$ cat src/rtl/elevator_request_regs_if.sv
// Button, clear and floor inputs plus request/summary outputs of the elevator request registers.
interface elevator_request_regs_if #(
  parameter int FLOORS  = 8,
  parameter int FLOOR_W = 3
);
  logic [FLOORS-1:0]  btn_in;
  logic [FLOORS-1:0]  btn_up;
  logic [FLOORS-1:0]  btn_down;
  logic [FLOORS-1:0]  block_mask;
  logic [FLOORS-1:0]  clr_in;
  logic [FLOORS-1:0]  clr_up;
  logic [FLOORS-1:0]  clr_down;
  logic [FLOOR_W-1:0] current_floor;
  logic [FLOORS-1:0]  active_in;
  logic [FLOORS-1:0]  active_up;
  logic [FLOORS-1:0]  active_down;
  logic               req_above;
  logic               req_below;
  logic               req_here;
  logic [FLOOR_W:0]   pending_count;

  modport master (
    output btn_in, btn_up, btn_down, block_mask, clr_in, clr_up, clr_down, current_floor,
    input  active_in, active_up, active_down, req_above, req_below, req_here, pending_count
  );

  modport slave (
    input  btn_in, btn_up, btn_down, block_mask, clr_in, clr_up, clr_down, current_floor,
    output active_in, active_up, active_down, req_above, req_below, req_here, pending_count
  );
endinterface

$ cat src/rtl/elevator_request_regs.sv
// Synchronised, debounced cabin/hall request registers with registered direction summaries.
// Raw press to active bit: DEBOUNCE_CYCLES+3 edges, summaries one edge later; no backpressure.
module elevator_request_regs #(
  parameter int FLOORS          = 8,
  parameter int FLOOR_W         = 3,
  parameter int DEBOUNCE_CYCLES = 4
) (
  input logic                   clk,
  input logic                   reset,
  elevator_request_regs_if.slave bus
);
  localparam int NB    = 3 * FLOORS;
  localparam int CNT_W = 8;
  localparam logic [CNT_W-1:0]  CNT_LAST = CNT_W'(DEBOUNCE_CYCLES - 1);
  localparam logic [CNT_W-1:0]  CNT_ONE  = CNT_W'(1);
  localparam logic [FLOOR_W:0]  PC_ONE   = (FLOOR_W + 1)'(1);
  localparam logic [FLOORS-1:0] UP_OK    = {1'b0, {(FLOORS - 1){1'b1}}};
  localparam logic [FLOORS-1:0] DOWN_OK  = {{(FLOORS - 1){1'b1}}, 1'b0};

  logic [NB-1:0]      raw;
  logic [NB-1:0]      sync1;
  logic [NB-1:0]      sync2;
  logic [NB-1:0]      level;
  logic [NB-1:0]      press;
  logic [CNT_W-1:0]   cnt [NB];

  logic [FLOORS-1:0]  press_in;
  logic [FLOORS-1:0]  press_up;
  logic [FLOORS-1:0]  press_down;
  logic [FLOORS-1:0]  active_in;
  logic [FLOORS-1:0]  active_up;
  logic [FLOORS-1:0]  active_down;
  logic [FLOORS-1:0]  any;

  logic               above_c;
  logic               below_c;
  logic               here_c;
  logic [FLOOR_W:0]   count_c;
  logic               above_q;
  logic               below_q;
  logic               here_q;
  logic [FLOOR_W:0]   count_q;

  assign raw = {bus.btn_down, bus.btn_up, bus.btn_in};

  // Every button bit gets its own synchroniser, debounce counter and press pulse.
  always_ff @(posedge clk or posedge reset) begin
    if (reset) begin
      sync1 <= '0;
      sync2 <= '0;
      level <= '0;
      press <= '0;
      for (int i = 0; i < NB; i++) cnt[i] <= '0;
    end else begin
      sync1 <= raw;
      sync2 <= sync1;
      for (int i = 0; i < NB; i++) begin
        press[i] <= 1'b0;
        if (sync2[i] != level[i]) begin
          if (cnt[i] == CNT_LAST) begin
            level[i] <= sync2[i];
            press[i] <= sync2[i];
            cnt[i]   <= '0;
          end else begin
            cnt[i] <= cnt[i] + CNT_ONE;
          end
        end else begin
          cnt[i] <= '0;
        end
      end
    end
  end

  assign press_in   = press[FLOORS-1:0];
  assign press_up   = press[2*FLOORS-1:FLOORS];
  assign press_down = press[3*FLOORS-1:2*FLOORS];

  // Cabin: mask, then clear, then toggle. Hall: press wins over clear; end-floor bits never set.
  always_ff @(posedge clk or posedge reset) begin
    if (reset) begin
      active_in   <= '0;
      active_up   <= '0;
      active_down <= '0;
    end else begin
      active_in   <= (active_in ^ press_in) & ~bus.clr_in & ~bus.block_mask;
      active_up   <= ((active_up & ~bus.clr_up) | press_up) & UP_OK;
      active_down <= ((active_down & ~bus.clr_down) | press_down) & DOWN_OK;
    end
  end

  assign any = active_in | active_up | active_down;

  always_comb begin
    above_c = 1'b0;
    below_c = 1'b0;
    here_c  = 1'b0;
    count_c = '0;
    for (int i = 0; i < FLOORS; i++) begin
      if (any[i]) begin
        count_c = count_c + PC_ONE;
        // An out-of-range floor gives no direction, only the count.
        if (int'(bus.current_floor) < FLOORS) begin
          if (i > int'(bus.current_floor)) above_c = 1'b1;
          else if (i < int'(bus.current_floor)) below_c = 1'b1;
          else here_c = 1'b1;
        end
      end
    end
  end

  always_ff @(posedge clk or posedge reset) begin
    if (reset) begin
      above_q <= 1'b0;
      below_q <= 1'b0;
      here_q  <= 1'b0;
      count_q <= '0;
    end else begin
      above_q <= above_c;
      below_q <= below_c;
      here_q  <= here_c;
      count_q <= count_c;
    end
  end

  assign bus.active_in     = active_in;
  assign bus.active_up     = active_up;
  assign bus.active_down   = active_down;
  assign bus.req_above     = above_q;
  assign bus.req_below     = below_q;
  assign bus.req_here      = here_q;
  assign bus.pending_count = count_q;
endmodule

$ cat src/flat_wrapper.sv
// flat-port wrapper written by rule: the top's interface ports become plain ports
module elevator_request_regs_flat 
#(
  parameter int FLOORS          = 8,
  parameter int FLOOR_W         = 3,
  parameter int DEBOUNCE_CYCLES = 4
)
  (clk, reset, bus_btn_in, bus_btn_up, bus_btn_down, bus_block_mask, bus_clr_in, bus_clr_up, bus_clr_down, bus_current_floor, bus_active_in, bus_active_up, bus_active_down, bus_req_above, bus_req_below, bus_req_here, bus_pending_count);
  elevator_request_regs_if #(.FLOORS(FLOORS), .FLOOR_W(FLOOR_W)) bus_i ();
  input logic clk;
  input logic reset;
  input wire logic [$bits(bus_i.btn_in)-1:0] bus_btn_in;
  input wire logic [$bits(bus_i.btn_up)-1:0] bus_btn_up;
  input wire logic [$bits(bus_i.btn_down)-1:0] bus_btn_down;
  input wire logic [$bits(bus_i.block_mask)-1:0] bus_block_mask;
  input wire logic [$bits(bus_i.clr_in)-1:0] bus_clr_in;
  input wire logic [$bits(bus_i.clr_up)-1:0] bus_clr_up;
  input wire logic [$bits(bus_i.clr_down)-1:0] bus_clr_down;
  input wire logic [$bits(bus_i.current_floor)-1:0] bus_current_floor;
  output wire logic [$bits(bus_i.active_in)-1:0] bus_active_in;
  output wire logic [$bits(bus_i.active_up)-1:0] bus_active_up;
  output wire logic [$bits(bus_i.active_down)-1:0] bus_active_down;
  output wire logic [$bits(bus_i.req_above)-1:0] bus_req_above;
  output wire logic [$bits(bus_i.req_below)-1:0] bus_req_below;
  output wire logic [$bits(bus_i.req_here)-1:0] bus_req_here;
  output wire logic [$bits(bus_i.pending_count)-1:0] bus_pending_count;
  assign bus_i.btn_in = bus_btn_in;
  assign bus_i.btn_up = bus_btn_up;
  assign bus_i.btn_down = bus_btn_down;
  assign bus_i.block_mask = bus_block_mask;
  assign bus_i.clr_in = bus_clr_in;
  assign bus_i.clr_up = bus_clr_up;
  assign bus_i.clr_down = bus_clr_down;
  assign bus_i.current_floor = bus_current_floor;
  assign bus_active_in = bus_i.active_in;
  assign bus_active_up = bus_i.active_up;
  assign bus_active_down = bus_i.active_down;
  assign bus_req_above = bus_i.req_above;
  assign bus_req_below = bus_i.req_below;
  assign bus_req_here = bus_i.req_here;
  assign bus_pending_count = bus_i.pending_count;
  elevator_request_regs #(.FLOORS(FLOORS), .FLOOR_W(FLOOR_W), .DEBOUNCE_CYCLES(DEBOUNCE_CYCLES)) u_core (.clk(clk), .reset(reset), .bus(bus_i));
endmodule
$ cat config.mk
export PLATFORM = sky130hd
export DESIGN_NAME = elevator_request_regs_flat
export DESIGN_NICKNAME = d
export VERILOG_FILES = /design/src/rtl/elevator_request_regs_if.sv /design/src/rtl/elevator_request_regs.sv /design/src/flat_wrapper.sv
export SDC_FILE = /design/constraint.sdc
export NUM_CORES = 1
export LEC_CHECK = 0
export ABC_AREA = 0
export CAP_MARGIN = 15
export CORE_MARGIN = 5
export CORE_UTILIZATION = 63
export DETAILED_ROUTE_END_ITERATION = 6
export GPL_TIMING_DRIVEN = 0
export PLACE_DENSITY = 0.88
export SLEW_MARGIN = 20
export SYNTH_ARGS = -nofsm -noshare
export SYNTH_HDL_FRONTEND = slang
export SYNTH_SLANG_ARGS = --single-unit
$ cat constraint.sdc
create_clock -name clk -period 23 [get_ports clk]
set_input_delay 2.3 -clock clk [delete_from_list [all_inputs] [get_ports clk]]
set_output_delay 2.3 -clock clk [all_outputs]
set_load 0.05 [all_outputs]
Yosys cells after proc, flatten, opt, wreduce, memory -nomap -nowiden
Index checks and enable logic that the tools add are counted.
Storage, ports and cells
  flip-flop bits (word level): 317
  latch bits: 0
  RAM bits: 0
  ROM bits: 0
  output and inout port bits: 31
  word-level logic and storage cells: 348
  memories kept: 0
Operators by class
  $add $sub $neg: 31
  multipliers: 0
  divide/modulo/power cells: 0
  order comparisons: 14
  equal/unequal tests: 48
  shift operators: 0
  mux-type cells: 160
  bitwise logic cells: 13
  reduce and logical (&&, ||, !) cells: 24
Operators by type and width (count)
  $mux 8: 48
  $add 8x1->8 const B: 24
  $eq 8x2->1 const B: 24
  $mux 1: 105
  $reduce_and 2->1: 24
  $mux 4: 7
  $add 4x1->4 const B: 6
  $and 8x8->8: 3
  $ne 1x1->1: 24
  $not 8->8: 3
  $or 8x8->8: 2
  $gt 3x3->1 const A: 4
  $lt 3x3->1 const A: 3
  $or 8x7->8: 1
  $xor 8x8->8: 1
  $and 7x7->7: 1
  $not 7->7: 1
  $or 7x7->7: 1
  $gt 2x3->1 const A: 2
  $lt 1x3->1 const A: 2
  $lt 2x3->1 const A: 2
  $gt 1x3->1 const A: 1
  $add 1x1->2 const B: 1

Depth between registers and ports, before layout
Gate-level depths: netlist (run 1).
  depth in word-level cells: 23
  gate-level depth with buffers: 19
  mapped depth without buffers: 19

Worst setup path after synthesis (run 1)
OpenSTA, ideal clock, no wires.
  path kind: reg-to-reg
  start: register u_core.active_in[1], in the netlist u_core.bus.active_in[1]
  end: register u_core.count_q[1], in the netlist u_core.bus.pending_count[1]
  arrival time: 4.269 ns
  data required time: 22.875 ns
  slack: 18.606 ns
  cell stages (with the launch flop): 18
  clock period less this slack: 4.394 ns
  path through: dfrtp_1 > nor3_1 > inv_1 > ha_1 > nor4_1 > a21oi_1 > ha_1 > nand2_1 > nand2_1 > ha_1 > nor2_1 > a31oi_2 > ha_1 > mux2_2 > ha_1 > mux2_2 > ha_1 > mux2_2
On the way
  longest elaborated chain between the ends: 15
RTL lines
  from (decl): line elevator_request_regs.sv:30  | logic [FLOORS-1:0] active_in;
  from (signal assigned): line elevator_request_regs.sv:85  | active_in <= (active_in ^ press_in) & ~bus.clr_in & ~bus.block_mask;
  $or 8x7->8 *: line elevator_request_regs.sv:91  | assign any = active_in | active_up | active_down;
  $or 8x8->8 *: line elevator_request_regs.sv:91
  $mux 4 *: line elevator_request_regs.sv:99  | if (any[i]) begin
  $add 4x1->4: line elevator_request_regs.sv:100  | count_c = count_c + PC_ONE;
  $mux 4 *: line elevator_request_regs.sv:99
  $add 4x1->4: line elevator_request_regs.sv:100
  $mux 4 *: line elevator_request_regs.sv:99
  $add 4x1->4: line elevator_request_regs.sv:100
  $mux 4 *: line elevator_request_regs.sv:99
  $add 4x1->4: line elevator_request_regs.sv:100
  $mux 4 *: line elevator_request_regs.sv:99
  $add 4x1->4: line elevator_request_regs.sv:100
  $mux 4 *: line elevator_request_regs.sv:99
  $add 4x1->4: line elevator_request_regs.sv:100
  $mux 4 *: line elevator_request_regs.sv:99
  via u_core.count_c[1]: line elevator_request_regs.sv:38  | logic [FLOOR_W:0] count_c;
  to (signal assigned): line elevator_request_regs.sv:121  | count_q <= count_c;
  to (decl): line elevator_request_regs.sv:42  | logic [FLOOR_W:0] count_q;
Mark *: on every way through the listed nets, which the timed path passes. The rest lies on a longest branch.
A chain may end at the register's enable or synchronous reset.

Worst setup path after layout (run 1)
  start: register u_core.active_up[1], in the netlist u_core.bus.active_up[1]
  end: register u_core.count_q[2], in the netlist u_core.bus.pending_count[2]
On the way
  longest elaborated chain between the ends: 15
RTL lines
  from (decl): line elevator_request_regs.sv:31  | logic [FLOORS-1:0] active_up;
  from (signal assigned): line elevator_request_regs.sv:86  | active_up <= ((active_up & ~bus.clr_up) | press_up) & UP_OK;
  $or 8x7->8 *: line elevator_request_regs.sv:91
  $or 8x8->8 *: line elevator_request_regs.sv:91
  $mux 4 *: line elevator_request_regs.sv:99
  $add 4x1->4: line elevator_request_regs.sv:100
  $mux 4 *: line elevator_request_regs.sv:99
  $add 4x1->4: line elevator_request_regs.sv:100
  $mux 4 *: line elevator_request_regs.sv:99
  $add 4x1->4: line elevator_request_regs.sv:100
  $mux 4 *: line elevator_request_regs.sv:99
  $add 4x1->4: line elevator_request_regs.sv:100
  $mux 4 *: line elevator_request_regs.sv:99
  $add 4x1->4: line elevator_request_regs.sv:100
  $mux 4 *: line elevator_request_regs.sv:99
  $add 4x1->4: line elevator_request_regs.sv:100
  $mux 4 *: line elevator_request_regs.sv:99
  via u_core.count_c[2]: line elevator_request_regs.sv:38
Marks and branches as above.

==> reports/metrics.csv, run 1 <==
stage;metric;value;unit
synthesis;Synth top cells by count;dfrtp_1, nor2_1, xor2_1;
cells_and_area;final non-filler cell area;0.0147;sq mm
pwr;clock share of power;0.326;
cells_and_area;Final Instance Count excl. Fillers;1472;
critical_path;CP Data Arrival Time;5160;ps
grt;vias in the first global route;8414;
die;core area;0.0194;sq mm
clock_tree;Worst-Skew Late Latency;540;ps
clock_tree;post-cts sizing count;0;
pwr;PwrDens;104;mW/mm^2
synthesis;Mean Syn Cell Area;11.6;sq um
die;Die Y;150;um
timing;Slew Limit Headroom;0.406;
pwr;Reg power frac;0.440;
grt;initial antenna violation count;1;
pwr;Comb pwr share;0.234;
routing;vias after detailed routing;8096;
routing;Post-Route M1 WL;9890;um
routing;top routing layer in use;met5;
timing;Worst Tran Pin Value;885;ps
cells_and_area;final net count;1274;
worst_hold_path;Hold Crit Depth;0;
die;Ports;92;
critical_path;Worst setup EP type;register;
routing;Final ANT Viol Nets;0;
synthesis;Netlist cell types;46;
outcome;status;finished clean;
cells_and_area;area of the multi-input gates;0.00497;sq mm
worst_hold_path;Hold Path Origin;u_core.sync1[6]$_DFF_PP0_;
timing;crit path time final;4710;ps
clock_tree;TritonCTS buffer count;30;
pwr;sw frac;0.314;
timing;final hold violations;0;
die;Die ar.;0.0226;sq mm
timing;TNS Setup;0;ps
clock_tree;Post-CTS Setup Bufs;0;
synthesis;mapped cell area;0.0124;sq mm
synthesis;Synthesis Warnings;0;
clock_tree;hold_buf cts;0;
clock_tree;Root Driver;clkbuf_16;
critical_path;R2R depth;19;
routing;WL met3;1210;um
routing;Routed met2 length;11500;um
synthesis;Mapped Cells;1064;
timing;Slew Limit Fails;0;
clock_tree;Sink Count;293;
grt;total track usage;0.215;
placement;gpl congestion;0.857;
routing;drt via density;5.50;
clock_tree;CTS tree;done;
synthesis;flops & latches, synth;293;
timing;RSZ-0062 raised after global routing;false;
timing;f_max;212;MHz
timing;clk_skew;11.3;ps
placement;Placed Cells;1417;
critical_path;Worst EP required;23460;ps
critical_path;r2r setup slk;18290;ps
routing;drt initial violations;489;
routing;Detailed Route WL;23200;um
grt;largest net degree at the start of global routing;106;
critical_path;Cell Chain, Critical Path;nor3_1, inv_1, ha_1, nor4_1, a21oi_1, ha_1, nand2_1, nand2_1, ha_1, nor2_1, a31oi_2, ha_1, mux2_2, ha_1, mux2_2, ha_1, o21ai_0, xnor2_1, xnor2_1;
cells_and_area;Layout area overhead;18.4;%
placement;port buffer count;85;
critical_path;Bufs and invs on worst path;1;
critical_path;crit path kind;register to register;
critical_path;CP top delay family;adder cells;
critical_path;Worst path most repeated cell;ha_1;
placement;HPWL after DPL;15200;um
synthesis;ranking of synthesized cells by area;dfrtp_1, xor2_1, nor2_1, nand3_1, xnor2_1;
job;max-cap violation count;0;
timing;Worst Slack Setup Final;18290;ps
pwr;switching power total;0.479;mW
cells_and_area;Sequential cell area;0.00733;sq mm
timing;# setup viols final;0;
critical_path;R2R Path End;u_core.bus.pending_count[2]$_DFF_PP0_;
clock_tree;Reg clk slew, reported paths;60;ps
critical_path;Reg-to-Reg Start;u_core.bus.active_up[1]$_DFF_PP0_;
routing;per-cell routed wire length;15.8;um
die;row count;51;
synthesis;Most used DFF post-synth;dfrtp_1;
grt;first-pass GRT wire length;40000;um
die;initial core utilization;0.639;
cells_and_area;Layout fillers;1242;
placement;Post-DP Area;0.0136;sq mm
synthesis;top-area cell type share of the netlist area;0.592;
synthesis;cell accounting for the most synthesized area;dfrtp_1;
worst_hold_path;Hold Crit Endpoint;u_core.sync2[6]$_DFF_PP0_;
placement;pre-CTS setup slack;18320;ps
synthesis;Seq/Total Area, Yosys;0.592;
critical_path;crit-path max FO;6;
clock_tree;H-tree lvl count;1;
pwr;internal power;1.05;mW
synthesis;top-count cell post-synth;dfrtp_1;
clock_tree;clock buffer depth;3;
synthesis;number of synthesized flops with an enable pin;0;
pwr;total power;1.52;mW
synthesis;ys async rst share;1.00;
cells_and_area;layout cells sized above 1;0.0812;
die;Die Width;150;um
critical_path;Worst setup SP type;register;
routing;DR pass1 iterations;5;
grt;aggregate global routing overflow;0;
critical_path;Slowest-stage cell, CP;nor3_1;
pwr;Peak VDD IR;0.0668;mV
critical_path;CP peak stage delay;600;ps
cells_and_area;diode count;0;
routing;DRC errors left;0;
worst_hold_path;Hold Path Class;register to register;
timing;fin crit share;0.205;
pwr;Lkg Pwr;7.01;nW
-- how the worst max path moves through the flow --
stage	startpoint	to	slack [ps]	depth (start not counted)
after floorplan	reset	u_core.bus.active_down[1]$_DFF_PP0_	12610	1
after global placement	reset	u_core.cnt[178]$_DFF_PP0_	9480	2
after detailed placement	u_core.bus.active_in[1]$_DFF_PP0_	u_core.bus.pending_count[1]$_DFF_PP0_	18320	17
after CTS	u_core.bus.active_up[1]$_DFF_PP0_	u_core.bus.pending_count[2]$_DFF_PP0_	18280	19
after global routing	u_core.bus.active_in[1]$_DFF_PP0_	u_core.bus.pending_count[2]$_DFF_PP0_	17900	19
final	u_core.bus.active_up[1]$_DFF_PP0_	u_core.bus.pending_count[2]$_DFF_PP0_	18290	19
-- power groups by stage --
stage | Clock (mW) | Sequential [mW] | Combinational (mW)
2_1_floorplan | 0 | 0.685 | 0.241
3_3_place_gp | 0 | 0.672 | 0.339
3_5_place_dp | 0 | 0.676 | 0.355
4_1_cts | 0.507 | 0.669 | 0.361
5_1_grt | 0.531 | 0.681 | 0.406
6_report | 0.497 | 0.670 | 0.357
-- registers in the layout (all words and copies together) (netlist names), 4 cells and up --
| register | count |
|---|---|
| u_core.sync1 | 22 |
| u_core.bus.active_down | 7 |
| u_core.bus.active_in | 8 |
| u_core.cnt | 176 |
| u_core.level | 22 |
| u_core.bus.active_up | 7 |
| u_core.sync2 | 22 |
| u_core.press | 22 |
| u_core.bus.pending_count | 4 |
-- layout by cell type (no fill, tap or decap), types with 4 or more instances in the layout --
cell,n
clkbuf_8,7
nor4b_1,22
xnor2_1,55
nand3_1,97
nor3_1,33
clkinv_2,8
clkdlybuf4s50_1,85
nor3b_1,22
or3_1,4
and2_1,5
ha_1,29
dfrtp_1,293
nor2_1,162
mux2_2,25
nand2_1,59
inv_1,18
clkbuf_16,31
o21ai_0,6
and3_1,61
xor2_1,119
a21o_1,14
clkbuf_1,4
-- cells by family (layout without fill, tap and decap cells) --
group / after synthesis / count (layout) / synth area share
adders and majority gates: 29 / 29 / 0.0293
AOI/OAI and AO/OA: 32 / 32 / 0.0205
other: 1 / 2 / 0.000303
DFF: 293 / 293 / 0.592
and+or+nand+nor: 478 / 478 / 0.193
buffers and inverters: 23 / 165 / 0.00757
xor gates and xnor gates: 178 / 178 / 0.129
muxes: 30 / 30 / 0.0291
-- final cells by class --
class                           instances  area share
Sequential cell                       293       0.500
Buffer                                  3     0.00128
Clock inverter                         14      0.0105
Multi-Input combinational cell        749       0.339
Inverter                               20     0.00563
Tap cell                              265      0.0226
Clock buffer                           41      0.0602
Timing Repair Buffer                   87      0.0617
-- worst register-to-register path, delay by kind of cell, from the launching register on --
family,cells,cell delay (ps)
adder cells (fa/ha/maj),6,1720
flip-flops,1,420
AND/OR/NAND/NOR,5,1250
AO/OA/AOI/OAI,3,240
XOR/XNOR,2,310
buffers and inverters,1,110
multiplexers,2,580
-- layer usage --
| layer | vias to the layer above | GRT usage |
|---|---|---|
| met5 | - | 0 |
| met4 | 2 | 0.0618 |
| met3 | 52 | 0.0364 |
| met2 | 179 | 0.367 |
| met1 | 4006 | 0.289 |
| li1 | 3857 | - |
-- stage by stage --
step / hold WS [ps] / utilization
after detailed placement: 335 / 0.703
final: 348 / 0.757
after global routing: 359 / 0.757
after global placement: 334 / 0.700
after floorplan: 331 / -
after CTS: 348 / 0.757
(Power assumes the default switching activity.)
==> run 2: changes to the inputs <==
--- a/config.mk
+++ b/config.mk
@@ -8,10 +8,10 @@
 export ABC_AREA = 0
 export CAP_MARGIN = 15
 export CORE_MARGIN = 5
-export CORE_UTILIZATION = 63
+export CORE_UTILIZATION = 53
 export DETAILED_ROUTE_END_ITERATION = 6
 export GPL_TIMING_DRIVEN = 0
-export PLACE_DENSITY = 0.88
+export PLACE_DENSITY = 0.79
 export SLEW_MARGIN = 20
 export SYNTH_ARGS = -nofsm -noshare
 export SYNTH_HDL_FRONTEND = slang
==> constraint.sdc (replaced) <==
create_clock -name clk -period 4 [get_ports clk]
set_input_delay 0.4 -clock clk [delete_from_list [all_inputs] [get_ports clk]]
set_output_delay 0.4 -clock clk [all_outputs]
set_load 0.05 [all_outputs]
==> run 2 against run 1 <==
Register-to-register slack worse by 18000 ps. Die area up 18%. Worst hold slack worse by 200 ps. Fmax increased by 21%. Critical endpoint unchanged. Flip-flop and latch count stayed put.
==> reports/metrics.csv, run 2 (synthesis gave the netlist of run 1 again) <==
stage;metric;value;unit
grt;initial antenna violation count;0;
clock_tree;H-tree lvl count;1;
critical_path;Worst EP required;4400;ps
die;initial core utilization;0.533;
critical_path;Worst setup EP type;register;
placement;Post-DP Area;0.0139;sq mm
placement;pre-CTS setup slack;-461;ps
outcome;status;finished clean;
die;core area;0.0233;sq mm
timing;Slew Limit Fails;0;
cells_and_area;most frequent cells in the layout;dfrtp_1, nor2_1, xor2_1;
critical_path;Reg-to-Reg Start;u_core.bus.active_in[1]$_DFF_PP0_;
die;Die Y;163;um
worst_hold_path;Hold Path Class;input pin to asynchronous set/reset pin;
placement;port buffer count;85;
routing;Detailed Route WL;22300;um
grt;first-pass GRT wire length;37900;um
die;Die ar.;0.0265;sq mm
timing;final hold violations;0;
placement;gpl congestion;0.820;
critical_path;r2r setup slk;110;ps
routing;Final ANT Viol Nets;0;
cells_and_area;diode count;0;
critical_path;crit-path max FO;3;
critical_path;R2R Path End;u_core.bus.pending_count[2]$_DFF_PP0_;
routing;drt via density;5.15;
timing;Slew Limit Headroom;0.323;
die;Ports;92;
pwr;Lkg Pwr;7.16;nW
critical_path;R2R depth;18;
cells_and_area;Final Instance Count excl. Fillers;1550;
cells_and_area;Biggest register;u_core.cnt;
cells_and_area;commonest non-fill, non-tap cell in the layout;dfrtp_1;
die;row count;56;
clock_tree;Worst-Skew Late Latency;540;ps
clock_tree;Root Driver;clkbuf_16;
cells_and_area;final non-filler cell area;0.0152;sq mm
clock_tree;CTS tree;done;
routing;per-cell routed wire length;14.4;um
placement;Placed Cells;1479;
routing;DRC errors left;0;
critical_path;crit path kind;register to register;
grt;aggregate global routing overflow;0;
grt;largest net degree at the start of global routing;35;
timing;fin crit share;0.973;
grt;vias in the first global route;8094;
clock_tree;clock buffer depth;3;
clock_tree;Reg clk slew, reported paths;60;ps
clock_tree;TritonCTS buffer count;31;
cells_and_area;Layout fillers;1750;
critical_path;CP Data Arrival Time;4300;ps
grt;total track usage;0.171;
routing;DR pass1 iterations;4;
timing;Worst Slack Setup Final;106;ps
timing;Worst Tran Pin Value;1010;ps
cells_and_area;max FFs per register;176;
timing;f_max;257;MHz
die;Die Width;163;um
timing;crit path time final;3890;ps
timing;clk_skew;12.5;ps
timing;# setup viols final;0;
routing;drt initial violations;342;
cells_and_area;final net count;1299;
pwr;PwrDens;593;mW/mm^2
cells_and_area;Layout area overhead;22.3;%
critical_path;critical path launch point;u_core.bus.active_in[1]$_DFF_PP0_;
critical_path;Worst setup SP type;register;
pwr;Peak VDD IR;0.388;mV
job;max-cap violation count;0;
cells_and_area;layout cells sized above 1;0.110;
clock_tree;Sink Count;293;
clock_tree;hold_buf cts;0;
placement;HPWL after DPL;15400;um
routing;vias after detailed routing;7978;
-- run 2: per-layer routing --
| metal | routed length, um | global-route usage | share of wire | vias to the layer above |
|---|---|---|---|---|
| met5 | 0 | 0 | 0 | - |
| met4 | 590 | 0.0511 | 0.026 | 0 |
| met3 | 1090 | 0.0347 | 0.049 | 45 |
| met2 | 10400 | 0.272 | 0.47 | 130 |
| met1 | 10200 | 0.241 | 0.46 | 3899 |
| li1 | - | - | - | 3904 |
-- run 2: worst max path at each step --
stage,to,slack [ps],cells after the start
after floorplan,u_core.bus.active_down[1]$_DFF_PP0_,-290,1
after global placement,u_core.cnt[85]$_DFF_PP0_,-2200,2
final,u_core.bus.pending_count[2]$_DFF_PP0_,110,18
after global routing,u_core.bus.pending_count[2]$_DFF_PP0_,-30,18
after detailed placement,u_core.bus.pending_count[1]$_DFF_PP0_,-460,17
after CTS,u_core.bus.pending_count[1]$_DFF_PP0_,3,17
-- run 2: layout make-up --
cell class | instances | area (sq um) | area share
Sequential cell | 293 | 7340 | 0.484
Inverter | 20 | 78.8 | 0.00520
Clock inverter | 11 | 108 | 0.00710
Multi-Input combinational cell | 749 | 5130 | 0.339
Buffer | 3 | 18.8 | 0.00124
Clock buffer | 44 | 895 | 0.0590
Tap cell | 319 | 399 | 0.0263
Timing Repair Buffer | 111 | 1180 | 0.0780
-- run 2: critical path: stages (launching register included) --
cell,delay [ps]
dfrtp_2,440
nor3_4,270
buf_6,140
ha_4,220
xnor2_4,200
ha_4,240
nand2_4,70
nand2_4,60
ha_4,260
nor2_1,40
a31oi_2,230
ha_1,280
mux2_4,310
ha_4,240
mux2_4,290
ha_4,160
o21ai_2,50
xnor2_1,150
xnor2_1,90
-- run 2: power by group --
group | leakage [nW] | switching [mW] | internal, mW
logic | 2.78 | 1.29 | 1.07
clock network | 0.499 | 1.10 | 1.67
registers | 3.88 | 0.438 | 3.41
-- run 2: timing repair --
| item | CTS | global route |
|---|---|---|
| setup buffers | 10 | 6 |
| pin swaps | 6 | 9 |
| endpoints found under the setup margin | 3 | 3 |
| resized for setup | 16 | 14 |
-- run 2: metrics by stage --
step	power, mW	TNS [ps]	utilization	hold slack (ps)
2_1_floorplan	5.33	-85190	-	331
3_3_place_gp	5.83	-638790	0.587	332
3_5_place_dp	5.94	-1060	0.596	335
4_1_cts	8.87	0	0.646	115
5_1_grt	9.52	-47.9	0.651	127
6_report	8.98	0	0.651	144
==> run 3: changes to the inputs <==
--- a/config.mk
+++ b/config.mk
@@ -7,7 +7,7 @@
 export LEC_CHECK = 0
 export ABC_AREA = 0
 export CAP_MARGIN = 15
-export CORE_MARGIN = 5
+export CORE_MARGIN = 10
 export CORE_UTILIZATION = 53
 export DETAILED_ROUTE_END_ITERATION = 6
 export GPL_TIMING_DRIVEN = 0
==> run 3 against run 2 <==
First-iteration DRC count grew 59%. Non-clock buffer count shrank 3. Global-route usage shrank 1.8 points. Power grew 0.63%. Count of clock-buffer cells in the layout grew 3. Via count is essentially flat. Combinational power shrank 2%. Critical endpoint is now u_core.bus.pending_count[1]$_DFF_PP0_.
==> reports/metrics.csv, run 3 (synthesis gave the netlist of run 1 again) <==
stage;metric;value;unit
grt;total track usage;0.153;
timing;Worst Slack Setup Final;98.0;ps
clock_tree;clock buffer depth;3;
timing;Slew Limit Headroom;0.348;
cells_and_area;commonest non-fill, non-tap cell in the layout;dfrtp_1;
die;Die Y;173;um
outcome;status;finished clean;
routing;DRC errors left;0;
die;Die Width;173;um
clock_tree;Root Driver;clkbuf_16;
routing;Detailed Route WL;22500;um
grt;vias in the first global route;8165;
pwr;Lkg Pwr;7.17;nW
critical_path;crit-path max FO;4;
critical_path;Worst EP required;4410;ps
cells_and_area;Layout area overhead;22.2;%
routing;vias after detailed routing;7971;
job;max-cap violation count;0;
clock_tree;H-tree lvl count;1;
clock_tree;Sink Count;293;
critical_path;crit path kind;register to register;
clock_tree;TritonCTS buffer count;30;
die;core area;0.0228;sq mm
timing;crit path time final;3900;ps
cells_and_area;Layout fillers;1685;
cells_and_area;Biggest register;u_core.cnt;
timing;# setup viols final;0;
critical_path;CP Data Arrival Time;4310;ps
clock_tree;Worst-Skew Late Latency;540;ps
placement;HPWL after DPL;15900;um
critical_path;Worst setup EP type;register;
placement;pre-CTS setup slack;-375;ps
pwr;internal power;6.24;mW
placement;Post-DP Area;0.0139;sq mm
timing;TNS Setup;0;ps
cells_and_area;most frequent cells in the layout;dfrtp_1, nor2_1, xor2_1;
die;initial core utilization;0.542;
timing;f_max;256;MHz
routing;DR pass1 iterations;4;
grt;aggregate global routing overflow;0;
routing;Final ANT Viol Nets;0;
worst_hold_path;Hold Path Class;input pin to register;
timing;final hold violations;0;
pwr;switching power total;2.80;mW
placement;port buffer count;85;
die;Ports;92;
placement;gpl congestion;0.831;
cells_and_area;Final Instance Count excl. Fillers;1542;
clock_tree;CTS tree;done;
grt;largest net degree at the start of global routing;36;
timing;Hold Slack;294;ps
routing;drt initial violations;544;
cells_and_area;layout cells sized above 1;0.106;
cells_and_area;max FFs per register;176;
timing;clk_skew;13.1;ps
cells_and_area;diode count;0;
pwr;clock share of power;0.318;
routing;drt via density;5.17;
placement;Placed Cells;1473;
grt;initial antenna violation count;1;
pwr;Peak VDD IR;0.358;mV
cells_and_area;final net count;1295;
timing;Worst Tran Pin Value;970;ps
critical_path;critical path launch point;u_core.bus.active_up[1]$_DFF_PP0_;
pwr;Reg power frac;0.425;
critical_path;Reg-to-Reg Start;u_core.bus.active_up[1]$_DFF_PP0_;
timing;RSZ-0062 raised after global routing;true;
routing;per-cell routed wire length;14.6;um
clock_tree;Reg clk slew, reported paths;60;ps
timing;fin crit share;0.976;
grt;first-pass GRT wire length;39400;um
die;Die ar.;0.0299;sq mm
critical_path;Worst setup SP type;register;
pwr;sw frac;0.310;
pwr;Comb pwr share;0.256;
cells_and_area;final non-filler cell area;0.0151;sq mm
cells_and_area;Sequential cell area;0.00733;sq mm
pwr;PwrDens;597;mW/mm^2
clock_tree;hold_buf cts;0;
cells_and_area;area of the multi-input gates;0.00509;sq mm
die;row count;55;
timing;Slew Limit Fails;0;
worst_hold_path;Hold Path Origin;bus_btn_down[3];
-- run 3: area by class of cell --
type                    instances  share of cell area
flip-flops and latches        293               0.484
multi-input cells             749               0.336
repair buffers                108              0.0779
clock buffers                  47              0.0612
well taps                     313              0.0259
clock inverters                 9             0.00818
inverters                      20             0.00521
plain buffers                   3             0.00124
-- run 3: final timing paths --
kind,to,slack (ps),depth (start not counted)
worst min-delay path,u_core.sync1[19]$_DFF_PP0_,290,1
min in group asynchronous,u_core.cnt[101]$_DFF_PP0_,330,2
worst min register to register,u_core.sync2[4]$_DFF_PP0_,350,0
max in group asynchronous,u_core.cnt[172]$_DFF_PP0_,2420,6
worst max-delay path,u_core.bus.pending_count[1]$_DFF_PP0_,100,16
worst max register to register,u_core.bus.pending_count[1]$_DFF_PP0_,100,16
-- run 3: worst max-delay path: stages (launching register included) --
cell and delay, ps:
dfrtp_1 420, nor3_4 280, buf_4 170, ha_4 210, xnor2_2 140, ha_1 310
nand2_2 90, nand2_2 70, ha_4 260, nor2_2 30, a31oi_2 180, ha_1 250
mux2_4 300, ha_4 240, mux2_4 300, ha_4 240, mux2_4 280
-- run 3: timing repair --
| item | 4_1_cts | 5_1_grt |
|---|---|---|
| setup buffers | 8 | 5 |
| pin swaps | 7 | 9 |
| endpoints found under the setup margin | 3 | 2 |
| cloned | 0 | 0 |
| gates resized for setup | 14 | 6 |
-- run 3: power by group through the flow --
| stage | registers, mW | logic, mW | clock network, mW |
|---|---|---|---|
| 6_report | 3.84 | 2.32 | 2.88 |
| 5_1_grt | 3.91 | 2.61 | 3.07 |
| 4_1_cts | 3.84 | 2.20 | 2.94 |
| 3_5_place_dp | 3.88 | 2.06 | 0 |
| 3_3_place_gp | 3.87 | 1.97 | 0 |
| 2_1_floorplan | 3.94 | 1.39 | 0 |
-- run 3: per-stage QoR --
step	utilization	total power [mW]
finish	0.663	9.04
global route	0.663	9.60
CTS	0.659	8.98
detailed placement	0.608	5.95
global placement	0.598	5.84
floorplan	-	5.33
-- run 3: metal layers --
layer  part of all wire  track usage  routed length (um)  vias to the layer above
li1                   -            -                   -                     3901
met1               0.47        0.204               10500                     3905
met2               0.47        0.250               10600                      130
met3              0.041       0.0283                 911                       35
met4              0.022       0.0446                 498                        0
met5                  0            0                   0                        -
